--- src/rtl/cpu_types_pkg.sv ---
// Shared type definitions for the CPU memory subsystem.
// Holds the RAM status encoding and the memory arbiter state/grant types.
package cpu_types_pkg;

    // RAM status as reported on ramstate
    typedef enum logic [1:0] {
        RAM_FREE   = 2'd0,
        RAM_BUSY   = 2'd1,
        RAM_ACCESS = 2'd2,
        RAM_ERROR  = 2'd3
    } ramstate_t;

    typedef enum logic [1:0] {
        ARB_IDLE    = 2'd0,
        ARB_BUSY    = 2'd1,
        ARB_RELEASE = 2'd2
    } arb_state_t;

    typedef enum logic [1:0] {
        IFETCH = 2'd0,
        DREAD  = 2'd1,
        DWRITE = 2'd2
    } req_type_t;

endpackage

--- src/rtl/mem_arbiter_rr_picker.sv ---
// Combinational round-robin picker: first set bit of req starting at ptr,
// wrapping modulo N. Reports whether anything was found and its index.
module rr_picker #(
    parameter int N  = 2,
    parameter int IW = (N > 1) ? $clog2(N) : 1
) (
    input  logic [N-1:0]  req,
    input  logic [IW-1:0] ptr,
    output logic          valid,
    output logic [IW-1:0] idx
);

    logic [IW-1:0] cand;

    always_comb begin
        valid = 1'b0;
        idx   = '0;
        cand  = ptr;
        for (int i = 0; i < N; i++) begin
            if (!valid && req[cand]) begin
                valid = 1'b1;
                idx   = cand;
            end
            cand = (cand == IW'(N - 1)) ? '0 : cand + 1'b1;
        end
    end

endmodule

--- src/rtl/mem_arbiter.sv ---
// Shared RAM port arbiter for NCORES cores (one I and one D miss port each).
// Optional macro ARB_TIMEOUT_EN adds a BUSY timeout abort and sticky arb_err.
//
// state       | meaning
// ------------+-----------------------------------------------------------
// ARB_IDLE    | no grant; scan write, then read, then fetch requests
// ARB_BUSY    | drive RAM from granted requester until ACCESS or withdrawal
// ARB_RELEASE | one idle cycle so the requester can move to its next address
module mem_arbiter
    import cpu_types_pkg::*;
#(
    parameter int NCORES  = 2,
    parameter int WORD_W  = 32,
    parameter int TIMEOUT = 64
) (
    input  logic                           CLK,
    input  logic                           RST,
    input  logic [NCORES-1:0]              iREN,
    input  logic [NCORES-1:0][WORD_W-1:0]  iaddr,
    output logic [NCORES-1:0]              iwait,
    output logic [NCORES-1:0][WORD_W-1:0]  iload,
    input  logic [NCORES-1:0]              dREN,
    input  logic [NCORES-1:0]              dWEN,
    input  logic [NCORES-1:0][WORD_W-1:0]  daddr,
    input  logic [NCORES-1:0][WORD_W-1:0]  dstore,
    output logic [NCORES-1:0]              dwait,
    output logic [NCORES-1:0][WORD_W-1:0]  dload,
    output logic                           ramREN,
    output logic                           ramWEN,
    output logic [WORD_W-1:0]              ramaddr,
    output logic [WORD_W-1:0]              ramstore,
    input  logic [WORD_W-1:0]              ramload,
    input  logic [1:0]                     ramstate
`ifdef ARB_TIMEOUT_EN
    ,
    output logic                           arb_err
`endif
);

    localparam int IW = (NCORES > 1) ? $clog2(NCORES) : 1;

    arb_state_t    state;
    req_type_t     gnt_type;
    logic [IW-1:0] gnt_core;
    logic [IW-1:0] rr_ptr;
    logic [IW-1:0] next_ptr;

    logic          wr_vld, rd_vld, if_vld;
    logic [IW-1:0] wr_idx, rd_idx, if_idx;

    logic          req_live;
    logic          busy_live;
    logic          ram_access;
    logic          done;
    logic          to_abort;

    rr_picker #(.N(NCORES), .IW(IW)) u_pick_wr (
        .req   (dWEN),
        .ptr   (rr_ptr),
        .valid (wr_vld),
        .idx   (wr_idx)
    );

    rr_picker #(.N(NCORES), .IW(IW)) u_pick_rd (
        .req   (dREN),
        .ptr   (rr_ptr),
        .valid (rd_vld),
        .idx   (rd_idx)
    );

    rr_picker #(.N(NCORES), .IW(IW)) u_pick_if (
        .req   (iREN),
        .ptr   (rr_ptr),
        .valid (if_vld),
        .idx   (if_idx)
    );

    assign ram_access = (ramstate_t'(ramstate) == RAM_ACCESS);
    assign next_ptr   = (gnt_core == IW'(NCORES - 1)) ? '0 : gnt_core + 1'b1;

    // The granted request is tracked live; dropping it before ACCESS is a withdrawal.
    always_comb begin
        req_live = 1'b0;
        case (gnt_type)
            IFETCH:  req_live = iREN[gnt_core];
            DREAD:   req_live = dREN[gnt_core];
            DWRITE:  req_live = dWEN[gnt_core];
            default: req_live = 1'b0;
        endcase
    end

    assign busy_live = (state == ARB_BUSY) && req_live;
    assign done      = busy_live && ram_access;

    always_comb begin
        ramREN   = 1'b0;
        ramWEN   = 1'b0;
        ramaddr  = '0;
        ramstore = '0;
        if (busy_live) begin
            ramREN  = (gnt_type != DWRITE);
            ramWEN  = (gnt_type == DWRITE);
            ramaddr = (gnt_type == IFETCH) ? iaddr[gnt_core] : daddr[gnt_core];
            if (gnt_type == DWRITE)
                ramstore = dstore[gnt_core];
        end
    end

    always_comb begin
        iwait = '1;
        dwait = '1;
        iload = '0;
        dload = '0;
        if (done) begin
            if (gnt_type == IFETCH) begin
                iwait[gnt_core] = 1'b0;
                iload[gnt_core] = ramload;
            end else begin
                dwait[gnt_core] = 1'b0;
                dload[gnt_core] = ramload;
            end
        end
    end

`ifdef ARB_TIMEOUT_EN
    localparam int TW = $clog2(TIMEOUT) + 1;

    logic [TW-1:0] to_cnt;

    assign to_abort = busy_live && !ram_access && (to_cnt == TW'(TIMEOUT - 1));

    // Counter sits at zero while idle so every BUSY entry starts from a clean count.
    always_ff @(posedge CLK or posedge RST) begin
        if (RST) begin
            to_cnt  <= '0;
            arb_err <= 1'b0;
        end else begin
            if (state == ARB_BUSY)
                to_cnt <= to_cnt + 1'b1;
            else
                to_cnt <= '0;
            if (to_abort)
                arb_err <= 1'b1;
        end
    end
`else
    assign to_abort = 1'b0;
`endif

    always_ff @(posedge CLK or posedge RST) begin
        if (RST) begin
            state    <= ARB_IDLE;
            gnt_core <= '0;
            gnt_type <= IFETCH;
            rr_ptr   <= '0;
        end else begin
            case (state)
                ARB_IDLE: begin
                    if (wr_vld) begin
                        gnt_core <= wr_idx;
                        gnt_type <= DWRITE;
                        state    <= ARB_BUSY;
                    end else if (rd_vld) begin
                        gnt_core <= rd_idx;
                        gnt_type <= DREAD;
                        state    <= ARB_BUSY;
                    end else if (if_vld) begin
                        gnt_core <= if_idx;
                        gnt_type <= IFETCH;
                        state    <= ARB_BUSY;
                    end
                end
                ARB_BUSY: begin
                    if (!req_live) begin
                        state <= ARB_IDLE;
                    end else if (ram_access || to_abort) begin
                        rr_ptr <= next_ptr;
                        state  <= ARB_RELEASE;
                    end
                end
                ARB_RELEASE: state <= ARB_IDLE;
                default:     state <= ARB_IDLE;
            endcase
        end
    end

endmodule

--- config.mk ---
export PLATFORM = sky130hd
export DESIGN_NAME = mem_arbiter
export DESIGN_NICKNAME = d
export VERILOG_FILES = /design/src/rtl/cpu_types_pkg.sv /design/src/rtl/mem_arbiter_rr_picker.sv /design/src/rtl/mem_arbiter.sv
export SDC_FILE = /design/constraint.sdc
export NUM_CORES = 1
export LEC_CHECK = 0
export ABC_AREA = 1
export CAP_MARGIN = 20
export CORE_AREA = 2 2 166 168
export CTS_BUF_LIST = sky130_fd_sc_hd__clkbuf_4
export CTS_CLUSTER_DIAMETER = 120
export DETAILED_ROUTE_END_ITERATION = 7
export DIE_AREA = 0 0 168 170
export DONT_BUFFER_PORTS = 1
export HOLD_SLACK_MARGIN = 0.1
export SYNTH_ARGS = -nofsm -noshare
export SYNTH_HDL_FRONTEND = slang
export SYNTH_SLANG_ARGS = --single-unit
--- constraint.sdc ---
create_clock -name CLK -period 3 [get_ports CLK]
set_input_delay 0.6 -clock CLK [delete_from_list [all_inputs] [get_ports CLK]]
set_output_delay 0.6 -clock CLK [all_outputs]
set_load 0.01 [all_outputs]
==> run_results.csv, run 1 <==
group,metric,value,unit
cells_and_area,layout.filler_cells,3087,
clock_tree,htreeDepth,1,
floorplan,height_of_the_die,170,um
floorplan,rows,60,
cells_and_area,layout.cells.most_common,"nor2_1",
floorplan,io_pins,432,
logic_synthesis,netlist-cell-type-count,27,
flow_run,drv.max_cap_violation_count,0,
placed_design,numPortBuffers,0,
setup_path,critical_path_class,"flip-flop to output port",
timing,post-route-min-period,2.825,ns
timing,final.setup.worst_slack,0.1752,ns
setup_path,crit_path_end_kind,"output port",
clock_tree,postCtsResizedCells,0,
routing,via_count,4257,
global_routing,grt_antenna_before_repair,2,
global_routing,met1_grt_util,13.94,%
logic_synthesis,synth_top_family_by_area,"simple AND/OR/NAND/NOR gates",
pwr,irDropWorstVdd,0.0006259,V
logic_synthesis,synthXorXnorAreaFrac,0,%
cells_and_area,layout_stage_area_growth_over_the_synthesis_result,64.61,%
logic_synthesis,synthSimpleGateAreaFrac,43.38,%
clock_tree,numClockSinks,6,
timing,tns,0,ns
setup_path,timing.critical_path.required,2.40,ns
global_routing,grt_util_met3,1.837,%
status,status,"complete, no violations",
routing,routed_wire_length_per_instance,18.44,um
logic_synthesis,share_of_synthesized_area_spent_on_multiplexers,11.89,%
routing,drt_wl_total,18700,um
logic_synthesis,post_synthesis_instance_area,2694,um2
routing,ant_nets,0,
min_path,tightest_hold_check_type,"input port to async pin",
floorplan,die_area,28560,um2
routing,detail_route.vias_per_cell,4.198,
floorplan,core_region_area,26650,um2
global_routing,globalRouteTotalUtil,11.77,%
pwr,power.static_leakage,2.285,nW
logic_synthesis,synthesis.yosys.warnings,0,
timing,hold_slack,0.1453,ns
timing,max_clock_freq,0.3540,GHz
logic_synthesis,synth-compound-area-share,23.87,%
global_routing,grt_max_degree,40,
logic_synthesis,postSynthNetCount,746,
logic_synthesis,ys_seq_area_share,5.574,%
timing,setup-violations-final,0,
routing,drtPass1Iterations,6,
global_routing,via_count_of_the_first_global_routing_pass,3834,
logic_synthesis,syn-mean-instance-area,5.261,um2
cells_and_area,design.final.nets,906,
timing,worstMarginPinSlew,0.5156,ns
routing,drtIter0Drc,276,
clock_tree,cts_hold_buffers,0,
clock_tree,cts_tree,"yes",
setup_path,r2r.worst_path.cells,7,
timing,final_hold_viol_count,0,
global_routing,first_pass_grt_wire_length,25180,um
timing,finalCritPeriodShare,94.16,%
setup_path,r2r_end,"state[0]",
routing,remaining_drc_errors,0,
setup_path,timing.critical_path.from,"gnt_core",
clock_tree,clkSlewWorstSetupHoldPaths,0.06,ns
logic_synthesis,synth_cells,512,
clock_tree,worst_skew_pair.late_latency,0.26,ns
setup_path,critical_path_startpoint_category,"flip-flop",
timing,rsz_0062_raised_after_global_routing,"false",
setup_path,critical_path_arrival,2.22,ns
cells_and_area,drive_gt1_share,34.87,%
placed_design,dpl_worst_slack,0.4630,ns
pwr,p_per_area,746.3,nW/um2
clock_tree,cts-root-buf,"clkbuf_4",
setup_path,r2r_slack,1.28,ns
setup_path,worst_r2r_startpoint,"gnt_core",
setup_path,cp_capture_point,"ramaddr[31]",
placed_design,routability_congestion_estimate_from_global_placement,0.9583,
setup_path,crit_fanout,34,
global_routing,grt_total_ovfl,0,
floorplan,die_w,168,um
timing,report.final.slew_viol_count,0,
global_routing,grt-busiest-layer,"met2",
placed_design,place_hpwl,15860,um
timing,clk_skew,0.001032,ns
floorplan,start_util,10.11,%
logic_synthesis,synth-seq-cells,6,
clock_tree,cts_buffers,3,
clock_tree,clockBufferDepth,2,
clock_tree,cts_setup_buffers,0,
cells_and_area,mostFrequentLayoutCells,"nor2_1, buf_4, inv_1, o21ai_0, nand2_1",
logic_synthesis,synth-adder-area-share,0,%
timing,timing.slew.headroom,65.63,%
global_routing,grt_util_met2,21.58,%
==> critical path, stage by stage (launching register included) <==
cell	delay (ns)
dfrtp_4	0.57
inv_4	0.09
buf_4	0.37
nor2_4	0.08
buf_4	0.25
a22oi_1	0.29
a21oi_1	0.12
buf_4	0.16
==> layout make-up <==
class	count	area, um2	share of cell area [%]
multi-input combinational	414	2150	48.48
timing repair buffer	197	1479	33.35
tap	341	426.7	9.622
inverter	50	190.2	4.289
sequential	6	153.9	3.471
clock buffer	4	30.03	0.6772
antenna	2	5.005	0.1129
==> per-layer routing <==
metal / vias up / share of wire, % / wire length, um
met5: - / 0 / 0
li1: 1980 / - / -
met1: 1893 / 39 / 7278
met4: 0 / 2.7 / 500
met2: 356 / 49 / 9211
met3: 28 / 9.1 / 1705
==> where the power goes <==
| group | switching, W | leakage (nW) | internal [W] |
|---|---|---|---|
| clock | 0.0000391 | 0.0184 | 0.0000601 |
| sequential | 0.0000570 | 0.0740 | 0.000122 |
| combinational | 0.00199 | 2.19 | 0.00104 |
==> worst min-delay path by stage <==
| stage | start | end | slack [ns] | cells after the start |
|---|---|---|---|---|
| 2_1_floorplan | RST | gnt_core | 0.39 | 1 |
| 3_3_place_gp | RST | gnt_core | 0.43 | 1 |
| 3_5_place_dp | RST | gnt_core | 0.43 | 1 |
| 4_1_cts | RST | gnt_core | 0.15 | 1 |
| 5_1_grt | RST | gnt_core | 0.16 | 1 |
| 6_report | RST | gnt_type[0] | 0.15 | 1 |
==> cells in the mapped netlist <==
cell type  count  share of area (%)
nand2_4        1               0.42
inv_1         47                6.5
nor3_1        32                5.9
or2_2          1               0.23
o21ai_0       38                7.1
nand2_2        1               0.23
buf_2         24                4.5
nand4_2        4                1.9
buf_1          2               0.28
a22oi_1       27                7.5
nand4_1        2               0.46
buf_4          1               0.28
o211ai_1       5                1.4
a21oi_1       10                1.9
a21oi_2       18                5.9
inv_4          1               0.23
nor2_2         2               0.46
mux2i_1       32                 12
nand2_1       36                5.0
dfrtp_1        6                5.6
buf_6          4                1.7
nand3_2        1               0.37
nor2_1       201                 28
o21ai_1        1               0.19
nand3_1        2               0.37
clkbuf_1      11                1.5
inv_2          2               0.28
==> metrics by stage <==
stage / power, W / instance area [um2] / instances / util, %
3_5_place_dp: 0.003248 / 4399 / 1008 / 16.51
2_1_floorplan: 0.002221 / 2694 / 512 / -
5_1_grt: 0.003620 / 4432 / 1013 / 16.63
6_report: 0.003309 / 4434 / 1014 / 16.64
3_3_place_gp: 0.003193 / 4399 / 1008 / 16.51
4_1_cts: 0.003351 / 4429 / 1012 / 16.62
==> kinds of logic after synthesis <==
logic type	Yosys count
AO/OA/AOI/OAI	99
buffers and inverters	92
flip-flops	6
multiplexers	32
AND/OR/NAND/NOR	283
==> sequential cells by signal, summed over array words and instances, names as in the netlist <==
register  cells
rr_ptr        1
gnt_type      2
state         2
gnt_core      1
No activity file was read; power rests on OpenSTA's default activity.
==> run 2, diff against run 1 <==
--- a/config.mk
+++ b/config.mk
@@ -7,13 +7,17 @@
 export LEC_CHECK = 0
 export ABC_AREA = 1
 export CAP_MARGIN = 20
-export CORE_AREA = 2 2 166 168
+export CELL_PAD_IN_SITES_DETAIL_PLACEMENT = 1
+export CELL_PAD_IN_SITES_GLOBAL_PLACEMENT = 2
+export CORE_AREA = 2 2 167 169
 export CTS_BUF_LIST = sky130_fd_sc_hd__clkbuf_4
 export CTS_CLUSTER_DIAMETER = 120
 export DETAILED_ROUTE_END_ITERATION = 7
-export DIE_AREA = 0 0 168 170
+export DIE_AREA = 0 0 169 171
 export DONT_BUFFER_PORTS = 1
 export HOLD_SLACK_MARGIN = 0.1
+export PLACE_DENSITY_LB_ADDON = 0.1
+export SLEW_MARGIN = 20
 export SYNTH_ARGS = -nofsm -noshare
 export SYNTH_HDL_FRONTEND = slang
 export SYNTH_SLANG_ARGS = --single-unit
==> run 2 against run 1 <==
  * Critical path depth is 2 higher
  * Combinational power shrank 3%
  * Cell count shrank 0.69%
  * Non-clock buffer count shrank 11
  * Sequential power down 8%
  * Largest cell class unchanged
  * Global-route usage is 0.48 points lower
  * Critical path type unchanged
==> run_results.csv, run 2 (synthesized netlist as in run 1, its figures left out) <==
group,metric,value,unit
status,status,"complete, no violations",
clock_tree,cts_hold_buffers,0,
timing,rsz_0062_raised_after_global_routing,"false",
cells_and_area,layout.filler_cells,3431,
clock_tree,clkSlewWorstSetupHoldPaths,0.06,ns
setup_path,critical_path_depth,9,
placed_design,numPortBuffers,0,
pwr,share_clk_of_total_power,3.0,%
cells_and_area,layout_stage_area_growth_over_the_synthesis_result,61.91,%
min_path,tightest_hold_check_type,"input port to async pin",
global_routing,grt-busiest-layer,"met2",
cells_and_area,finish.cell_count_without_fillers,1007,
placed_design,dpl_cell_area,4320,um2
timing,clk_skew,0.01550,ns
pwr,comb_power_share,91.9,%
pwr,total_switching_power,0.002029,W
cells_and_area,design.final.nets,895,
placed_design,routability_congestion_estimate_from_global_placement,0.7936,
setup_path,r2r_slack,1.42,ns
routing,routed_wire_length_per_instance,18.15,um
setup_path,worst_r2r_startpoint,"gnt_core",
clock_tree,worst_skew_pair.late_latency,0.26,ns
clock_tree,numClockSinks,6,
clock_tree,cts_buffers,3,
global_routing,globalRouteTotalUtil,11.29,%
timing,finalCritPeriodShare,91.30,%
timing,timing.slew.headroom,59.56,%
clock_tree,clockBufferDepth,2,
timing,worstMarginPinSlew,0.6066,ns
global_routing,grt_util_met3,2.706,%
clock_tree,cts_tree,"yes",
setup_path,critical_path_class,"flip-flop to output port",
setup_path,timing.critical_path.required,2.40,ns
setup_path,crit_path_end_kind,"output port",
cells_and_area,final_cell_area,4362,um2
setup_path,critical_path_arrival,2.14,ns
setup_path,critical_path.max_stage_delay,0.37,ns
setup_path,cp_num_buf_inv,4,
global_routing,grt_total_ovfl,0,
routing,ant_nets,0,
timing,tns,0,ns
floorplan,die_w,169,um
floorplan,die_area,28900,um2
global_routing,grt_util_met2,22.47,%
cells_and_area,fin_util,15.96,%
global_routing,grt_antenna_before_repair,1,
cells_and_area,reg.largest.list,"gnt_type x2, state x2",
cells_and_area,layout.cells.most_common,"nor2_1",
setup_path,timing.critical_path.mode_cell,"buf_4",
routing,drtIter0Drc,125,
setup_path,worstPathCellList,"inv_2, nand2_4, clkinvlp_4, nand2_1, nand3_2, nand4_2, buf_4, nor2_1, buf_4",
flow_run,drv.max_cap_violation_count,0,
pwr,power.switching_fraction,63.49,%
timing,max_clock_freq,0.3651,GHz
floorplan,io_pins,432,
placed_design,place_hpwl,15180,um
setup_path,r2r_end,"state[0]",
global_routing,first_pass_grt_wire_length,25360,um
setup_path,crit_fanout,33,
setup_path,critical_path_startpoint_category,"flip-flop",
setup_path,r2r.worst_path.cells,7,
routing,via_count,4130,
clock_tree,cts-root-buf,"clkbuf_4",
routing,drt_wl_total,18280,um
setup_path,cp_top_family,"buffers and inverters",
routing,remaining_drc_errors,0,
floorplan,start_util,9.859,%
pwr,power_frac_seq,5.2,%
floorplan,height_of_the_die,171,um
global_routing,met1_grt_util,12.03,%
pwr,power.static_leakage,2.225,nW
routing,drtPass1Iterations,4,
cells_and_area,mostFrequentLayoutCells,"nor2_1, buf_4, inv_1, o21ai_0, nand2_1",
floorplan,core_region_area,27320,um2
global_routing,via_count_of_the_first_global_routing_pass,4290,
setup_path,critical_path.slowest_cell,"buf_4",
clock_tree,htreeDepth,1,
timing,setup-violations-final,0,
timing,post-route-min-period,2.739,ns
floorplan,rows,61,
pwr,p_per_area,732.8,nW/um2
placed_design,place_inst,1002,
timing,final_hold_viol_count,0,
global_routing,grt_max_degree,41,
pwr,irDropWorstVdd,0.0003403,V
pwr,internal_power,0.001167,W
routing,detail_route.vias_per_cell,4.101,
timing,report.final.slew_viol_count,0,
cells_and_area,drive_gt1_share,33.94,%
pwr,power.total,0.003196,W
-- run 2: cell count changes in the layout (fill, tap and decap cells not counted) --
cell	before	now
inv_1	47	46
diode_2	2	1
nor2_2	1	3
nor2_4	2	0
clkinvlp_4	0	1
buf_4	197	185
buf_12	0	1
-- run 2: how the worst max path moves through the flow --
| stage | start | endpoint | slack (ns) |
|---|---|---|---|
| floorplan | ramstate[1] | dload[23] | 0.82 |
| global placement | gnt_core | ramaddr[30] | 0.46 |
| detailed placement | gnt_core | ramstore[4] | 0.39 |
| CTS | gnt_core | ramstore[4] | 0.1 |
| global route | gnt_type[0] | dload[57] | 0.02 |
| finish | gnt_type[0] | dload[23] | 0.26 |
-- run 2: area by class of cell --
class	count	area, um2	share of cell area (%)
inverter	50	193.9	4.446
clock buffer	4	30.03	0.6885
tap	346	432.9	9.925
antenna	1	2.502	0.05737
sequential	6	153.9	3.528
multi-input combinational	414	2140	49.05
timing repair buffer	186	1409	32.30
-- run 2: power groups by stage --
| stage | sequential [W] | combinational [W] | clock (W) |
|---|---|---|---|
| after global routing | 0.000173 | 0.00324 | 0.000104 |
| after floorplan | 0.000136 | 0.00209 | 0 |
| after detailed placement | 0.000168 | 0.00296 | 0 |
| after global placement | 0.000169 | 0.00293 | 0 |
| final | 0.000165 | 0.00294 | 0.0000955 |
| after CTS | 0.000167 | 0.00297 | 0.0000985 |
-- run 2: through the flow --
stage	worst slack (ns)	hold WS (ns)
3_5_place_dp	0.3886	0.4496
5_1_grt	0.02018	0.1726
2_1_floorplan	0.8204	0.3910
6_report	0.2610	0.1575
4_1_cts	0.09990	0.1707
3_3_place_gp	0.4619	0.4513
-- run 2: what timing repair did --
| item | CTS | global route |
|---|---|---|
| gates resized for setup | 0 | 2 |
| setup buffers | 0 | 0 |
| endpoints found under the setup margin | 0 | 4 |
-- run 2: routing by layer --
layer | share of wire [%] | vias up
li1 | - | 1955
met3 | 8.8 | 12
met5 | 0 | -
met1 | 38 | 1899
met4 | 1.4 | 0
met2 | 52 | 264
